$ cat src/rtl/nn_ahb_mac_slave.sv
// AHB-Lite slave for the NN calculator: operand/control/result registers in front of a
// sequential signed shift-add multiply-accumulate engine; the data phase stalls while busy.
module nn_ahb_mac_slave #(
    parameter int unsigned OP_W  = 16,
    parameter int unsigned ACC_W = 32
) (
    input  logic        HCLK,
    input  logic        HRESETn,
    input  logic [4:0]  sel_in,
    input  logic [1:0]  HTRANS,
    input  logic        HWRITE,
    input  logic        HREADY,
    input  logic [31:0] HWDATA,
    output logic [31:0] HRDATA,
    output logic        HREADYOUT,
    output logic        HRESP,
    output logic        irq_done
);

    localparam int unsigned CNT_W  = $clog2(OP_W);
    localparam int unsigned PROD_W = 2 * OP_W;

    localparam logic [1:0] REG_INPUT  = 2'd0;
    localparam logic [1:0] REG_WEIGHT = 2'd1;
    localparam logic [1:0] REG_CTRL   = 2'd2;
    localparam logic [1:0] REG_RESULT = 2'd3;

    typedef enum logic [1:0] {StIdle, StBusy, StDone} state_e;

    state_e            state;
    logic              ap_valid;
    logic              ap_write;
    logic [1:0]        ap_reg;
    logic [3:0]        sel_reg;
    logic              sel_onehot;
    logic [1:0]        sel_idx;
    logic [OP_W-1:0]   x_reg;
    logic [OP_W-1:0]   w_reg;
    logic [ACC_W-1:0]  acc;
    logic [15:0]       mac_cnt;
    logic [PROD_W-1:0] mcand;
    logic [PROD_W-1:0] prod;
    logic [OP_W-1:0]   mplier;
    logic              neg;
    logic [CNT_W-1:0]  cnt;
    logic              busy;
    logic              stall;
    logic              wr_fire;
    logic              rd_fire;
    logic [OP_W-1:0]   x_abs;
    logic [OP_W-1:0]   w_abs;
    logic [ACC_W-1:0]  prod_ext;
    logic [ACC_W-1:0]  prod_signed;
    logic              unused_bits;

    assign unused_bits = ^{sel_in[0], HTRANS[0], HWDATA[31:OP_W]};

    // Only a single selected register is a legal access; anything else is ignored quietly.
    assign sel_reg    = sel_in[4:1];
    assign sel_onehot = (sel_reg != 4'd0) && ((sel_reg & (sel_reg - 4'd1)) == 4'd0);

    always_comb begin
        sel_idx = REG_INPUT;
        case (sel_reg)
            4'b1000: sel_idx = REG_INPUT;
            4'b0100: sel_idx = REG_WEIGHT;
            4'b0010: sel_idx = REG_CTRL;
            4'b0001: sel_idx = REG_RESULT;
            default: sel_idx = REG_INPUT;
        endcase
    end

    always_ff @(posedge HCLK or negedge HRESETn) begin
        if (!HRESETn) begin
            ap_valid <= 1'b0;
            ap_write <= 1'b0;
            ap_reg   <= REG_INPUT;
        end else if (HREADY) begin
            ap_valid <= HTRANS[1] & sel_onehot;
            ap_write <= HWRITE;
            ap_reg   <= sel_idx;
        end
    end

    assign busy      = (state != StIdle);
    assign stall     = ap_valid & busy & (ap_write | (ap_reg == REG_RESULT));
    assign HREADYOUT = ~stall;
    assign HRESP     = 1'b0;
    assign wr_fire   = ap_valid & ap_write & ~stall;
    assign rd_fire   = ap_valid & ~ap_write & ~stall;

    always_comb begin
        HRDATA = 32'd0;
        if (rd_fire) begin
            case (ap_reg)
                REG_INPUT:  HRDATA = {{(32 - OP_W){x_reg[OP_W-1]}}, x_reg};
                REG_WEIGHT: HRDATA = {{(32 - OP_W){w_reg[OP_W-1]}}, w_reg};
                REG_CTRL:   HRDATA = {mac_cnt, 14'd0, busy, 1'b0};
                default:    HRDATA = acc;
            endcase
        end
    end

    always_ff @(posedge HCLK or negedge HRESETn) begin
        if (!HRESETn) begin
            x_reg <= '0;
            w_reg <= '0;
        end else if (wr_fire) begin
            if (ap_reg == REG_INPUT)  x_reg <= HWDATA[OP_W-1:0];
            if (ap_reg == REG_WEIGHT) w_reg <= HWDATA[OP_W-1:0];
        end
    end

    // Multiply magnitudes and reapply the sign at accumulate time; |-2^(OP_W-1)| still fits.
    assign x_abs       = x_reg[OP_W-1] ? (~x_reg + OP_W'(1)) : x_reg;
    assign w_abs       = w_reg[OP_W-1] ? (~w_reg + OP_W'(1)) : w_reg;
    assign prod_ext    = ACC_W'(prod);
    assign prod_signed = neg ? (~prod_ext + ACC_W'(1)) : prod_ext;

    always_ff @(posedge HCLK or negedge HRESETn) begin
        if (!HRESETn) begin
            state    <= StIdle;
            mcand    <= '0;
            mplier   <= '0;
            prod     <= '0;
            neg      <= 1'b0;
            cnt      <= '0;
            acc      <= '0;
            mac_cnt  <= '0;
            irq_done <= 1'b0;
        end else begin
            irq_done <= 1'b0;
            case (state)
                StIdle: begin
                    if (wr_fire && ap_reg == REG_CTRL) begin
                        if (HWDATA[1]) acc <= '0;
                        if (HWDATA[0]) begin
                            mcand  <= PROD_W'(x_abs);
                            mplier <= w_abs;
                            neg    <= x_reg[OP_W-1] ^ w_reg[OP_W-1];
                            prod   <= '0;
                            cnt    <= '0;
                            state  <= StBusy;
                        end
                    end
                end
                StBusy: begin
                    if (mplier[0]) prod <= prod + mcand;
                    mcand  <= mcand << 1;
                    mplier <= mplier >> 1;
                    cnt    <= cnt + CNT_W'(1);
                    if (cnt == CNT_W'(OP_W - 1)) state <= StDone;
                end
                StDone: begin
                    acc      <= acc + prod_signed;
                    mac_cnt  <= mac_cnt + 16'd1;
                    irq_done <= 1'b1;
                    state    <= StIdle;
                end
                default: state <= StIdle;
            endcase
        end
    end

endmodule

$ cat config.mk
export PLATFORM = sky130hd
export DESIGN_NAME = nn_ahb_mac_slave
export DESIGN_NICKNAME = d
export VERILOG_FILES = /design/src/rtl/nn_ahb_mac_slave.sv
export SDC_FILE = /design/constraint.sdc
export NUM_CORES = 1
export LEC_CHECK = 0
export ABC_AREA = 1
export BUFFER_PORTS_ARGS = -buffer_cell sky130_fd_sc_hd__buf_4
export CAP_MARGIN = 20
export CORE_MARGIN = 10
export CORE_UTILIZATION = 57
export CTS_BUF_LIST = sky130_fd_sc_hd__clkbuf_16
export CTS_CLUSTER_SIZE = 24
export DETAILED_ROUTE_END_ITERATION = 8
export PLACE_DENSITY = 0.89
export RECOVER_POWER = 25
export SYNTH_ARGS = -nofsm -noshare
export SYNTH_HDL_FRONTEND = slang
export SYNTH_SLANG_ARGS = --single-unit
export TNS_END_PERCENT = 10
$ cat constraint.sdc
create_clock -name HCLK -period 2.8 [get_ports HCLK]
set_input_delay 0.56 -clock HCLK [delete_from_list [all_inputs] [get_ports HCLK]]
set_output_delay 0.56 -clock HCLK [all_outputs]
set_load 0.1 [all_outputs]
After elaboration in Yosys (flattened, before gate mapping)
Cells that the tools add are included.

Flip-flop bits (word level): 172. Bits of input ports: 43. Output and inout bits: 35. Word-level logic and storage cells: 94.

Add/sub/neg operators: 8. Equal/unequal tests: 14. Muxes and demuxes: 27. Bitwise gates (word level): 15. Reductions and logical operators: 16.

Operator list (number): $mux 32 (9); $pmux 32 s2 (3); $pmux 32 s3 (1); $add 32x32->32 (2); $mux 16 (4); $add 16x1->16 const B (3); $add 32x1->32 const B (1); $not 16->16 (2); $not 32->32 (1); $pmux 16 s2 (1); $reduce_and 3->1 (4); $ne 2x2->1 const B (5); $mux 4 (2); $pmux 4 s2 (1); $and 1x1->1 (7); $eq 2x2->1 const B (3); $mux 2 (3); $pmux 2 s3 (1); $reduce_bool 2->1 (3); $add 4x1->4 const B (1); $and 4x4->4 (1); $eq 2x1->1 const B (2); $eq 4x1->1 const B (1); $eq 4x2->1 const B (1); other kinds (14) (18).

Depth between registers and ports, before layout
Depth after elaboration: 8. Mapped depth: 22. Mapped depth without buffers: 22.

Worst setup path before layout
No wires, ideal clock.

Path type: reg-to-output. Start: register ap_reg[0]. End: output port HRDATA[15]. Data arrival time: 4319 ps. Required time: 2240 ps. Setup slack: -2079 ps. Stages on the path, launching flop included: 7. Path buffers: 1. Cells stage by stage: dfrtp_1 nand2_2 inv_2 o211ai_2 nand3_1 buf_2 a211oi_1.

Cells in the longest elaborated chain, start to end: 6. Elaborated cells on any way between the ends: 10. Those cells by class: eq/ne (3); mux (2); bitwise (4); reduce/logical (1).

RTL lines: start, declared (line 33) `logic [1:0] ap_reg;`; start signal, assigned (line 81) `ap_reg <= sel_idx;`; $eq 2x2->1 (line 86) `assign stall = ap_valid & busy & (ap_write | (ap_reg == REG_RESULT));`; $or 1x1->1 (line 86); $and 1x1->1 (line 86); $not 1->1; net HREADYOUT (line 15) `output logic HREADYOUT,`; $and 1x1->1 (line 90) `assign rd_fire = ap_valid & ~ap_write & ~stall;`; $mux 32 (line 94) `if (rd_fire) begin`; end, declared (line 14) `output logic [31:0] HRDATA,`.

The timed path passes the listed nets, and every way through them passes these cells.

Final worst setup path
Start: register prod[8]. End: register acc[29].

Cells in the longest elaborated chain, start to end: 5.

RTL lines: start, declared (line 42) `logic [PROD_W-1:0] prod;`; start signal, assigned (line 148) `if (mplier[0]) prod <= prod + mcand;`; $not 32->32 (line 118) `assign prod_signed = neg ? (~prod_ext + ACC_W'(1)) : prod_ext;`; $add 32x1->32 (line 118); $mux 32 * (line 118); $add 32x32->32 * (line 155) `acc <= acc + prod_signed;`; $pmux 32 s2 * (line 133) `case (state)`; end signal, assigned (line 155); end, declared (line 39) `logic [ACC_W-1:0] acc;`.

Mark *: on every way between the ends. The rest lies on a longest branch, timed or not. A chain may end at the register's enable or synchronous reset.

==> summary.txt <==
Worst Skew = 17.61 ps
first-pass GRT wire length = 71.15 mm
slowest library cell on the worst path = dfrtp_1
# H-tree levels = 4
clock slew at reported path FFs = 80 ps
Pre-Repair DR Iteration Count = 7
gpl congestion = 1.036
IO Pins = 78
crit path capture type = register
max-slew violations = 0
clk sinks = 172
drt total wl = 46.17 mm
P per Cell Area = 999.4 mW/mm²
GRT Total Usage = 28.38%
CP most frequent cell = nand2_1
hpwl dp = 32.06 mm
fmax = 323.1 MHz
DR WL met3 = 5.357 mm
sequential share of the synthesized area = 31.69%
final setup vio count = 29
maxcap violations = 0
first-iteration detailed-routing DRC count = 2370
# DRC = 0
die footprint = 0.03040 mm²
DR vias = 15380
Regs by FF count = acc x32, mcand x32, prod x32
met2 wire length = 21.07 mm
status = finished with violations
largest net degree at the start of global routing = 57
worst hold path type = input pin to register
mapped cell area = 0.01358 mm²
Top Layer Used = met4
Syn. warnings = 0
initial antenna violation count = 0
setup TNS = -2986 ps
critical path data required time = 3160 ps
starting density of the core = 57.86%
cell family with most CP delay = simple AND/OR/NAND/NOR gates
Slew @ Worst Pin = 1447 ps
Worst Path Arrival = 3460 ps
Unique masters post-synth = 46
Nets = 2355
Mapped Nets = 2205
Worst Slack Setup Final = -295.0 ps
fin crit share = 110.5%
FF+latch count, synth = 172
startpoint types = register
WP buf/inv = 1
normalized max-slew margin = 3.554%
TritonCTS clock tree = yes
GRT Residual Overflow = 0
CP max stage delay = 430 ps
CP Class = register to register
Max clock buf depth = 2
Syn-to-layout area delta = 23.41%
hold buffer count at CTS = 0
vias in the first global route = 14520
port buffer count = 58
crit path cell chain = nor2_1 > nand2_1 > nor2_4 > nand3_2 > nor3_4 > buf_4 > a21oi_2 > xor2_2 > ha_4 > nand2_1 > nor2_1 > nor2_1 > nand2_1 > a21oi_2 > nand3_1 > nand3_1 > nand2_1
Final Core Density = 71.40%
Avg Vias per Cell = 5.988
fraction of registers with async set/reset = 100.0%
leakage power = 8.850 nW
ANT cells = 0
share of cells above drive strength 1 = 17.16%
M1 WL = 16.86 mm
commonest non-fill, non-tap cell in the layout = nand2_1
RSZ-0062 raised after global routing = true
chip height = 174.4 µm
Cell Rows = 56
CTS Buf Count = 17
Antenna Nets Post-Route = 0
Peak VDD IR = 0.0005705 V
failing checks = setup timing
min cycle time layout = 3095 ps
CP max FO = 4
Core Region = 0.02347 mm²
Post-synth EDFFs = 0
WL/cell = 17.97 µm
Synth Flop Type = dfrtp_1
Die X = 174.4 µm
clock latency at the later pin of the worst-skew pair = 470 ps
average size of a mapped cell = 6.507 µm²
Fin. Hold Viols = 0
cells after synthesis = 2087
CTS root buffer = clkbuf_16
most frequent cells in the layout = 677 x nand2_1, 301 x inv_1, 170 x dfrtp_1
## worst paths after layout
kind / cells after the start / startpoint / endpoint / slack [ps]
min in group asynchronous: 1 / HRESETn / mplier[4]$_DFFE_PN0P_ / 420
max in group asynchronous: 2 / HRESETn / mcand[15]$_DFFE_PN0P_ / 620
min: 2 / HREADY / ap_valid$_DFFE_PN0P_ / 320
max: 17 / prod[8]$_DFFE_PN0P_ / acc[29]$_DFFE_PN0P_ / -290
min reg2reg: 1 / mac_cnt[15]$_DFFE_PN0P_ / mac_cnt[15]$_DFFE_PN0P_ / 490
max reg2reg: 17 / prod[8]$_DFFE_PN0P_ / acc[29]$_DFFE_PN0P_ / -290
## cell families (layout without fill, tap and decap cells)
logic type      Yosys count  count (layout)  share of synthesized area [%]
compound gates          283             283                          12.12
xor+xnor                 65              65                          4.192
fa+ha+maj                75              75                          7.020
buf+inv                 365             528                          10.52
flops                   172             172                          31.69
mux                       3               3                         0.2487
other cells               1               1                        0.02761
simple gates           1123            1123                          34.17
## through the flow
| step | instances | cell area [µm²] | hold WS [ps] | setup WS, ps | total power, mW |
|---|---|---|---|---|---|
| floorplan | 2087 | 14010 | 264.4 | -376.5 | 9.965 |
| global placement | 2522 | 15390 | 465.0 | -154.6 | 12.49 |
| detailed placement | 2522 | 15390 | 479.2 | -383.5 | 12.87 |
| CTS | 2561 | 16270 | 74.09 | -164.5 | 15.66 |
| global route | 2569 | 16760 | 330.7 | -448.2 | 17.84 |
| finish | 2569 | 16760 | 317.8 | -295.0 | 16.75 |
## worst reg2reg max path, cell delays in order (launching register included)
cell and delay [ps]:
dfrtp_1 430, nor2_1 200, nand2_1 140, nor2_4 150
nand3_2 130, nor3_4 230, buf_4 170, a21oi_2 60
xor2_2 290, ha_4 280, nand2_1 150, nor2_1 90
nor2_1 160, nand2_1 100, a21oi_2 150, nand3_1 120
nand3_1 110, nand2_1 50
## synthesized netlist by cell type (all sizes together), types with 3 or more instances
library cell,n,area share [%]
nand3b,16,0.88
nand2,714,20
o31ai,3,0.17
clkbuf,19,0.53
o211ai,16,0.92
o221ai,4,0.26
a21o,3,0.17
or2,9,0.41
a32o,3,0.22
nor4,6,0.28
mux2,3,0.25
xnor2,14,0.90
a21oi,85,3.1
o21ai,98,3.6
nand3,139,5.1
nor2,188,5.5
ha,73,6.7
o22ai,35,1.7
nor3,34,1.4
inv,319,8.8
xor2,51,3.3
buf,25,1.1
o21bai,13,0.72
dfrtp,172,32
a31oi,3,0.14
nand4,16,0.74
a211oi,16,0.88
## cell type report
type                       count  area, µm²
clock buffer                  17      425.4
sequential                   172       4307
inverter                     321       1215
fill                        1632       6713
timing repair buffer         175       1500
clock inverter                15      200.2
tap                          319      399.1
multi-input combinational   1550       8713
## metal layers
layer / up-vias / global-route usage, %
met3: 290 / 6.284
met2: 1108 / 45.87
met5: - / 0
met1: 7046 / 34.60
met4: 0 / 15.43
li1: 6939 / -
## power by group
group	leakage [nW]	switching [mW]	total (mW)	internal [mW]
registers	2.17	0.691	3.86	3.17
logic	6.38	6.59	10.3	3.73
clock network	0.304	1.27	2.57	1.30
## timing repair
action,in CTS,in global routing
pin swaps,11,39
resized for setup,45,123
endpoints found under the setup margin,53,48
gates cloned,0,0
setup buffers,7,8
(Power assumes the default switching activity.)
